[src/rtl/draw_pixel_sink.sv]
// Drawer-FSM pixel sink: clips latched pixels, buffers them in a FWFT FIFO and
// drives the VGA write port. Optional colour keying under DRAW_PIXEL_SINK_TRANSPARENT_EN.
module draw_pixel_sink #(
  parameter int         SCREEN_W           = 320,
  parameter int         SCREEN_H           = 240,
  parameter int         FIFO_DEPTH         = 4,
  parameter logic [8:0] TRANSPARENT_COLOUR = 9'h1C7
) (
  input  logic        clock,
  input  logic        resetn,
  input  logic        ld_xy,
  input  logic        ld_pos,
  input  logic        ld_colour,
  input  logic        draw_pixel,
  input  logic        done_in,
  input  logic [8:0]  x_in,
  input  logic [8:0]  y_in,
  input  logic [8:0]  dx,
  input  logic [8:0]  dy,
  input  logic [8:0]  colour_in,
  input  logic        clr_stats,
  output logic [8:0]  vga_x,
  output logic [7:0]  vga_y,
  output logic [8:0]  vga_colour,
  output logic        vga_plot,
  input  logic        vga_ready,
  output logic        frame_done,
  output logic        idle,
  output logic        overflow,
  output logic [16:0] pix_count
);
  localparam int            AW      = $clog2(FIFO_DEPTH);
  localparam int            CW      = AW + 1;
  localparam int            EW      = 26;
  localparam logic [CW-1:0] DEPTH_C = CW'(FIFO_DEPTH);
  localparam logic [9:0]    W_LIM   = 10'(SCREEN_W);
  localparam logic [9:0]    H_LIM   = 10'(SCREEN_H);

  typedef enum logic [1:0] {S_IDLE, S_ACTIVE, S_DRAIN, S_DONE} state_t;

  state_t          state_q;
  logic            frame_done_q;
  logic [8:0]      base_x_q, base_x_d, base_y_q, base_y_d;
  logic [9:0]      pos_x_q, pos_x_d, pos_y_q, pos_y_d;
  logic [8:0]      col_q, col_d;
  logic [EW-1:0]   mem_q [FIFO_DEPTH];
  logic [EW-1:0]   mem_d [FIFO_DEPTH];
  logic [AW-1:0]   wr_ptr_q, wr_ptr_d, rd_ptr_q, rd_ptr_d;
  logic [CW-1:0]   count_q, count_d;
  logic            overflow_q, overflow_d;
  logic [16:0]     pix_count_q, pix_count_d;
  logic            skip, in_range, full, pop, push, drop;
  logic [EW-1:0]   entry, head;

`ifdef DRAW_PIXEL_SINK_TRANSPARENT_EN
  assign skip = (col_q == TRANSPARENT_COLOUR);
`else
  logic [8:0] unused_tc;
  assign unused_tc = TRANSPARENT_COLOUR;
  assign skip      = 1'b0;
`endif

  always_comb begin
    in_range = (pos_x_q < W_LIM) && (pos_y_q < H_LIM) && !skip;
    full     = (count_q == DEPTH_C);
    pop      = (count_q != '0) && vga_ready;
    // A pop in the same cycle frees the slot, so a full FIFO can still take a push.
    push     = draw_pixel && in_range && (!full || pop);
    drop     = draw_pixel && in_range && full && !pop;
    entry    = {pos_x_q[8:0], pos_y_q[7:0], col_q};

    base_x_d = ld_xy ? x_in : base_x_q;
    base_y_d = ld_xy ? y_in : base_y_q;
    pos_x_d  = ld_pos ? ({1'b0, base_x_q} + {1'b0, dx}) : pos_x_q;
    pos_y_d  = ld_pos ? ({1'b0, base_y_q} + {1'b0, dy}) : pos_y_q;
    col_d    = ld_colour ? colour_in : col_q;

    mem_d = mem_q;
    if (push) mem_d[wr_ptr_q] = entry;
    wr_ptr_d = push ? wr_ptr_q + 1'b1 : wr_ptr_q;
    rd_ptr_d = pop  ? rd_ptr_q + 1'b1 : rd_ptr_q;
    count_d  = count_q + CW'(push) - CW'(pop);

    overflow_d  = overflow_q;
    pix_count_d = pix_count_q;
    if (clr_stats) begin
      overflow_d  = 1'b0;
      pix_count_d = '0;
    end else begin
      if (drop) overflow_d = 1'b1;
      if (push && pix_count_q != 17'h1FFFF) pix_count_d = pix_count_q + 17'd1;
    end
  end

  // When empty the slot behind rd_ptr still holds the last popped pixel.
  assign head = (count_q != '0) ? mem_q[rd_ptr_q] : mem_q[rd_ptr_q - 1'b1];

  always_ff @(posedge clock) begin
    if (!resetn) begin
      base_x_q    <= '0;
      base_y_q    <= '0;
      pos_x_q     <= '0;
      pos_y_q     <= '0;
      col_q       <= '0;
      for (int i = 0; i < FIFO_DEPTH; i++) mem_q[i] <= '0;
      wr_ptr_q    <= '0;
      rd_ptr_q    <= '0;
      count_q     <= '0;
      overflow_q  <= 1'b0;
      pix_count_q <= '0;
    end else begin
      base_x_q    <= base_x_d;
      base_y_q    <= base_y_d;
      pos_x_q     <= pos_x_d;
      pos_y_q     <= pos_y_d;
      col_q       <= col_d;
      mem_q       <= mem_d;
      wr_ptr_q    <= wr_ptr_d;
      rd_ptr_q    <= rd_ptr_d;
      count_q     <= count_d;
      overflow_q  <= overflow_d;
      pix_count_q <= pix_count_d;
    end
  end

  always_ff @(posedge clock) begin
    if (!resetn) begin
      state_q      <= S_IDLE;
      frame_done_q <= 1'b0;
    end else begin
      frame_done_q <= 1'b0;
      case (state_q)
        S_IDLE:   if (ld_xy) state_q <= S_ACTIVE;
        S_ACTIVE: if (done_in) state_q <= S_DRAIN;
        S_DRAIN:  if (count_d == '0) begin
                    state_q      <= S_DONE;
                    frame_done_q <= 1'b1;
                  end
        S_DONE:   state_q <= S_IDLE;
        default:  state_q <= S_IDLE;
      endcase
    end
  end

  assign vga_x      = head[25:17];
  assign vga_y      = head[16:9];
  assign vga_colour = head[8:0];
  assign vga_plot   = (count_q != '0);
  assign frame_done = frame_done_q;
  assign idle       = (state_q == S_IDLE) && (count_q == '0);
  assign overflow   = overflow_q;
  assign pix_count  = pix_count_q;
endmodule

[config.mk]
export PLATFORM = sky130hd
export DESIGN_NAME = draw_pixel_sink
export DESIGN_NICKNAME = d
export VERILOG_FILES = /design/src/rtl/draw_pixel_sink.sv
export SDC_FILE = /design/constraint.sdc
export NUM_CORES = 1
export LEC_CHECK = 0
export CAP_MARGIN = 20
export CORE_UTILIZATION = 30
export DETAILED_ROUTE_END_ITERATION = 10
export HOLD_SLACK_MARGIN = 0.15
export MAX_ROUTING_LAYER = met4
export PLACE_DENSITY = 0.59
export SYNTH_ARGS = -nofsm -noshare
export SYNTH_HDL_FRONTEND = slang
export SYNTH_SLANG_ARGS = --single-unit
[constraint.sdc]
create_clock -name clock -period 3.2 [get_ports clock]
set_input_delay 0.8 -clock clock [delete_from_list [all_inputs] [get_ports clock]]
set_output_delay 0.8 -clock clock [all_outputs]
set_load 0.005 [all_outputs]
# --- Word level (Yosys, flattened, before mapping) ---
# Index checks and enable logic that the tools add are counted.
# W data, S select, Z words.
word_totals:
  regBits: 179
  latch_bits: 0
  mem_bits_rw: 0
  rom_bits: 0
  input_bits: 54
  out_inout_bits: 47
  elab_cells: 76
  n_memories: 0
op_classes:
  addsub: 8
  mul: 0
  n_div: 0
  n_lt_le_gt_ge: 6
  n_eq_ne: 8
  n_shift: 0
  muxes: 15
  bitwise: 4
  reduce_logical: 19
op_table:
  columns: ["operator", "count"]
  rows:
  - ["$mux W26", 6]
  - ["$bmux W26 S2", 2]
  - ["$bwmux W104", 1]
  - ["$demux W26 S2", 1]
  - ["$add A9 B9 Y10", 2]
  - ["$add A17 B1 Y17 const B", 1]
  - ["$ne A17 B17 Y1 const B", 1]
  - ["$lt A10 B8 Y1 const B", 1]
  - ["$lt A10 B9 Y1 const B", 1]
  - ["$ge A3 B3 Y1 const B", 3]
  - ["$logic_and A1 B1 Y1", 9]
  - ["$not A2 Y3", 3]
  - ["$pmux W2 S4", 1]
  - ["$logic_not A3 Y1", 2]
  - ["$mux W2", 3]
  - ["$ne A2 B2 Y1 const B", 3]
  - ["$add A2 B1 Y2 const B", 2]
  - ["$eq A2 B2 Y1 const B", 2]
  - ["$add A3 B1 Y3", 1]
  - ["$eq A3 B3 Y1 const B", 1]
  - ["$lt A3 B1 Y1 const B", 1]
  - ["$reduce_and A3 Y1", 1]
  - ["$reduce_bool A3 Y1", 1]
  - ["$sub A3 B1 Y3", 1]
  - ["9 further kinds", 10]

# --- Depth between registers and ports, before layout ---
logic_depth:
  depth_word: 9
  depth_mapped: 15
  mapped_depth_nobuf: 13

# --- Least setup slack after synthesis ---
# OpenSTA, ideal clock, no wires.
synth_path:
  path_type: "input to register"
  start: "input port vga_ready"
  end: "register state_q[1]"
  setup_time_ps: 74
  t_arrival_ps: 3123
  t_required_ps: 3126
  slack_ps: 3
  stages: 15
  path_buffers: 2
  cell_sequence: "nor4b_1 -> and4b_4 -> buf_12 -> inv_8 -> buf_8 -> ha_1 -> inv_1 -> ha_1 -> inv_1 -> fa_1 -> xnor3_1 -> nand3b_1 -> a21oi_1 -> nand3_1 -> o21ai_0"
synth_via:
  elab_chain_cells: 8
synth_rtl:
  columns: ["item", "line", "source"]
  rows:
  - ["start, declared", "26", "input logic vga_ready,"]
  - ["$logic_and A1 B1 Y1 *", "66", "pop = (count_q != '0) && vga_ready;"]
  - ["$logic_or A1 B1 Y1", "68", "push = draw_pixel && in_range && (!full || pop);"]
  - ["$logic_and A1 B1 Y1", "68", null]
  - ["$add A3 B1 Y3", "82", "count_d = count_q + CW'(push) - CW'(pop);"]
  - ["$sub A3 B1 Y3 *", "82", null]
  - ["$logic_not A3 Y1 *", "135", "S_DRAIN: if (count_d == '0) begin"]
  - ["$ne A2 B2 Y1 (no line) *", null, null]
  - ["$reduce_and A3 Y1 (no line) *", null, null]
  - ["end signal, assigned", "134", "S_ACTIVE: if (done_in) state_q <= S_DRAIN;"]
  - ["end signal, assigned", "136", "state_q <= S_DONE;"]
  - ["end signal, assigned", "139", "S_DONE: state_q <= S_IDLE;"]
  - ["end, declared", "41", "state_t state_q;"]
# Every way passes the cells marked *; elsewhere a longest branch is shown, timed or not.
# A chain may end at the register's enable or synchronous reset.

# --- Final worst setup path ---
layout_path:
  start: "register rd_ptr_q[0]"
  end: "output port vga_x[8]"
layout_via:
  elab_chain_cells: 6
  elab_cells_between_ends: 10
layout_rtl:
  columns: ["item", "line", "source"]
  rows:
  - ["start, declared", "48", "logic [AW-1:0] wr_ptr_q, wr_ptr_d, rd_ptr_q, rd_ptr_d;"]
  - ["start signal, assigned", "119", "rd_ptr_q <= rd_ptr_d;"]
  - ["$sub A2 B1 Y2", "96", "assign head = (count_q != '0) ? mem_q[rd_ptr_q] : mem_q[rd_ptr_q - 1'b1];"]
  - ["$not A2 Y3 (implied by the code)", "96", null]
  - ["$bmux W26 S2", "96", null]
  - ["$mux W26 (implied by the code) (2 in series)", "96", null]
  - ["$mux W26 *", "96", null]
  - ["end, declared", "22", "output logic [8:0] vga_x,"]
# Every way passes the cells marked *; elsewhere a longest branch is shown, timed or not. The select of a mux whose other input is x is not followed.

==> impl_metrics.tcl <==
set metrics [dict create \
    status "complete, but fails checks" \
    violations "design-rule violations" \
    relSlewSlack 0.457 \
    antenna_found_initial 0 \
    pre_cts_ws_ps -477 \
    fmax_mhz 326 \
    drtAntennaViolNets 0 \
    drt-pass1-iter-count 7 \
    crit_start "rd_ptr_q[0]" \
    via_count 7200 \
    coreArea_um2 30700 \
    fin_nets 1194 \
    async_flop_share 0 \
    instances_no_fill 1516 \
    syn_to_final_growth_pct 22.1 \
    fin_ws_ps 133 \
    place_congestion 0.772 \
    die_h_um 179 \
    synthCells 1023 \
    worstReg2RegStart "pos_x_q[7]" \
    fin_skew_ps 10.6 \
    crit_arrival_ps 2270 \
    hold_start "mem_q[35]" \
    wl_per_cell_um 15.3 \
    path_buf_inv 2 \
    max-vdd-ir-drop_mv 0.349 \
    seq_area_frac_synth 0.380 \
    grt_use_total 0.153 \
    yosysWarnings 0 \
    holdWs_ps 467 \
    setup_violations 0 \
    first_global_vias 6934 \
    diodes 0 \
    port-buffer-count 100 \
    grt_max_degree 82 \
    dpl.hpwl_um 15600 \
    synth_area_um2 9420 \
    clockBufferDepth 2 \
    drc 12 \
    critPathCaptureType "primary output" \
    worst_pin_slew_ps 814 \
    synth_top_flop_cell "dfxtp_1" \
    cts_max_level 4 \
    p_leak_nw 4.11 \
    critPathTopFamily "buffers and inverters" \
    crit_type "reg2out" \
    layout_common_cells "nand2_1 (310), dfxtp_1 (177), clkdlybuf4s50_1 (98)" \
    drt-total-wl_um 23200 \
    synth-edff-count 0 \
    required_ps 2400 \
    initial_core_util 0.306 \
    placed_cells 1483 \
    cts_sinks 179 \
    cap_violations 0 \
    finalCriticalPeriod_ps 3070 \
    crit_path_start_kind "register" \
    first_iter_violations 417 \
    post_drt_via_cell_ratio 4.75 \
    cts.clk_slew.worst_paths_ps 70 \
    cts_buffers 17 \
    cts_root_buffer "clkbuf_16" \
    hold_violations 0 \
    max_stage_delay_ps 540 \
    hold_buffers 0 \
    clock_latency_ps 430 \
    die_area_um2 32100 \
    yosys_register_bits 179 \
    hold_class "reg2reg" \
    synth.avg_cell_area_um2 9.21 \
    syn-num-nets 1110 \
    rows 64 \
    fillers 3136 \
    slowest_stage "mux4_2" \
    power_density_nw_per_um2 534 \
    cp_common_cell "nand2_1" \
    fin_crit_sh 0.958 \
    die_w_um 179 \
    crit_fanout 17 \
    io_pins 101 \
    final_max_slew_viol_count 0 \
    layout-drive-gt1-share 0.124 \
    path_cells "buf_6 > mux4_2 > nand2_1 > nand2_1 > clkdlybuf4s50_1" \
    final_common_cell "nand2_1" \
    synth_cell_types 58 \
    grt_remaining_overflow 0 \
    cts_tree "yes" \
    grt_pass1_wl_um 37000 \
]
## stage by stage
stage	area, um^2	util	power, W	TNS [ps]
global route	11500	0.374	0.00646	-2.94
finish	11500	0.374	0.00614	0
global placement	10900	0.355	0.00412	-1020
floorplan	9420	-	0.00353	0
CTS	11500	0.373	0.00622	0
detailed placement	10900	0.355	0.00415	-1240
## sequential cells by signal, summed over array words and instances (netlist names)
signal,cells
count_q,3
state_q,2
wr_ptr_q,2
pos_x_q,10
pix_count,17
base_x_q,9
frame_done,1
pos_y_q,10
col_q,9
base_y_q,9
overflow,1
rd_ptr_q,2
mem_q,104
## what timing repair did
action                                  4_1_cts  5_1_grt
endpoints found under the setup margin        1        7
setup buffers                                 0        1
pin swaps                                     0        3
gates resized for setup                       1        5
## Yosys cell counts, types with 7 or more instances
cell	instances	area [um^2]
and2_1	10	62.6
a21boi_1	20	150
mux4_2	52	1170
nand2_1	310	1160
xnor2_1	17	149
buf_2	24	120
o21ai_0	13	65.1
nor3_1	9	45.0
dfxtp_1	179	3580
buf_4	7	52.6
a21oi_1	13	65.1
inv_1	19	71.3
nor2_1	24	90.1
a21boi_0	87	653
nand3_1	12	60.1
mux2i_1	34	340
clkbuf_1	32	120
nor2b_1	43	269
ha_1	30	375
## metal layers
| layer | GRT usage | up-vias | wire (um) |
|---|---|---|---|
| li1 | - | 3673 | - |
| met1 | 0.199 | 3392 | 11200 |
| met2 | 0.242 | 114 | 10900 |
| met3 | 0.0284 | 21 | 851 |
| met4 | 0.0413 | 0 | 258 |
| met5 | - | - | 0 |
## worst register-to-register path, stage by stage, from the launching register on
cell	delay (ps)
dfxtp_1	380
o21ai_0	320
and4b_4	340
inv_8	30
ha_1	280
inv_1	60
ha_1	140
inv_1	50
fa_1	360
xnor3_1	240
nand3b_1	120
a21oi_2	180
nand3_1	90
o21ai_0	90
## layout make-up
cell class,instances,area (um^2),share of cell area
clock buffer,19,443,0.0385
clock inverter,13,124,0.0108
inverter,20,82.6,0.00718
multi-input combinational,755,5410,0.470
sequential,179,3590,0.312
tap,396,495,0.0431
timing repair buffer,134,1360,0.118
## kinds of logic after synthesis
logic type	count (synthesis)	share of synthesized area
DFF	179	0.380
adders and majority gates	33	0.0462
xor gates and xnor gates	20	0.0201
muxes	86	0.160
and+or+nand+nor	453	0.221
AOI/OAI and AO/OA	163	0.125
buffers and inverters	89	0.0468
## power by group
part           internal, W  leakage, nW  switching (W)
clock network      0.00111        0.276       0.000939
registers          0.00234         1.46       0.000132
logic             0.000745         2.38       0.000876
total              0.00419         4.11        0.00195
## final timing paths
check        slack (ps)  cells after the start    endpoint
min                 470                      2   mem_q[35]
max reg2reg         460                     13  state_q[1]
min reg2reg         470                      2   mem_q[35]
max                 130                      5    vga_x[8]
Power figures use the tool's default switching activity.
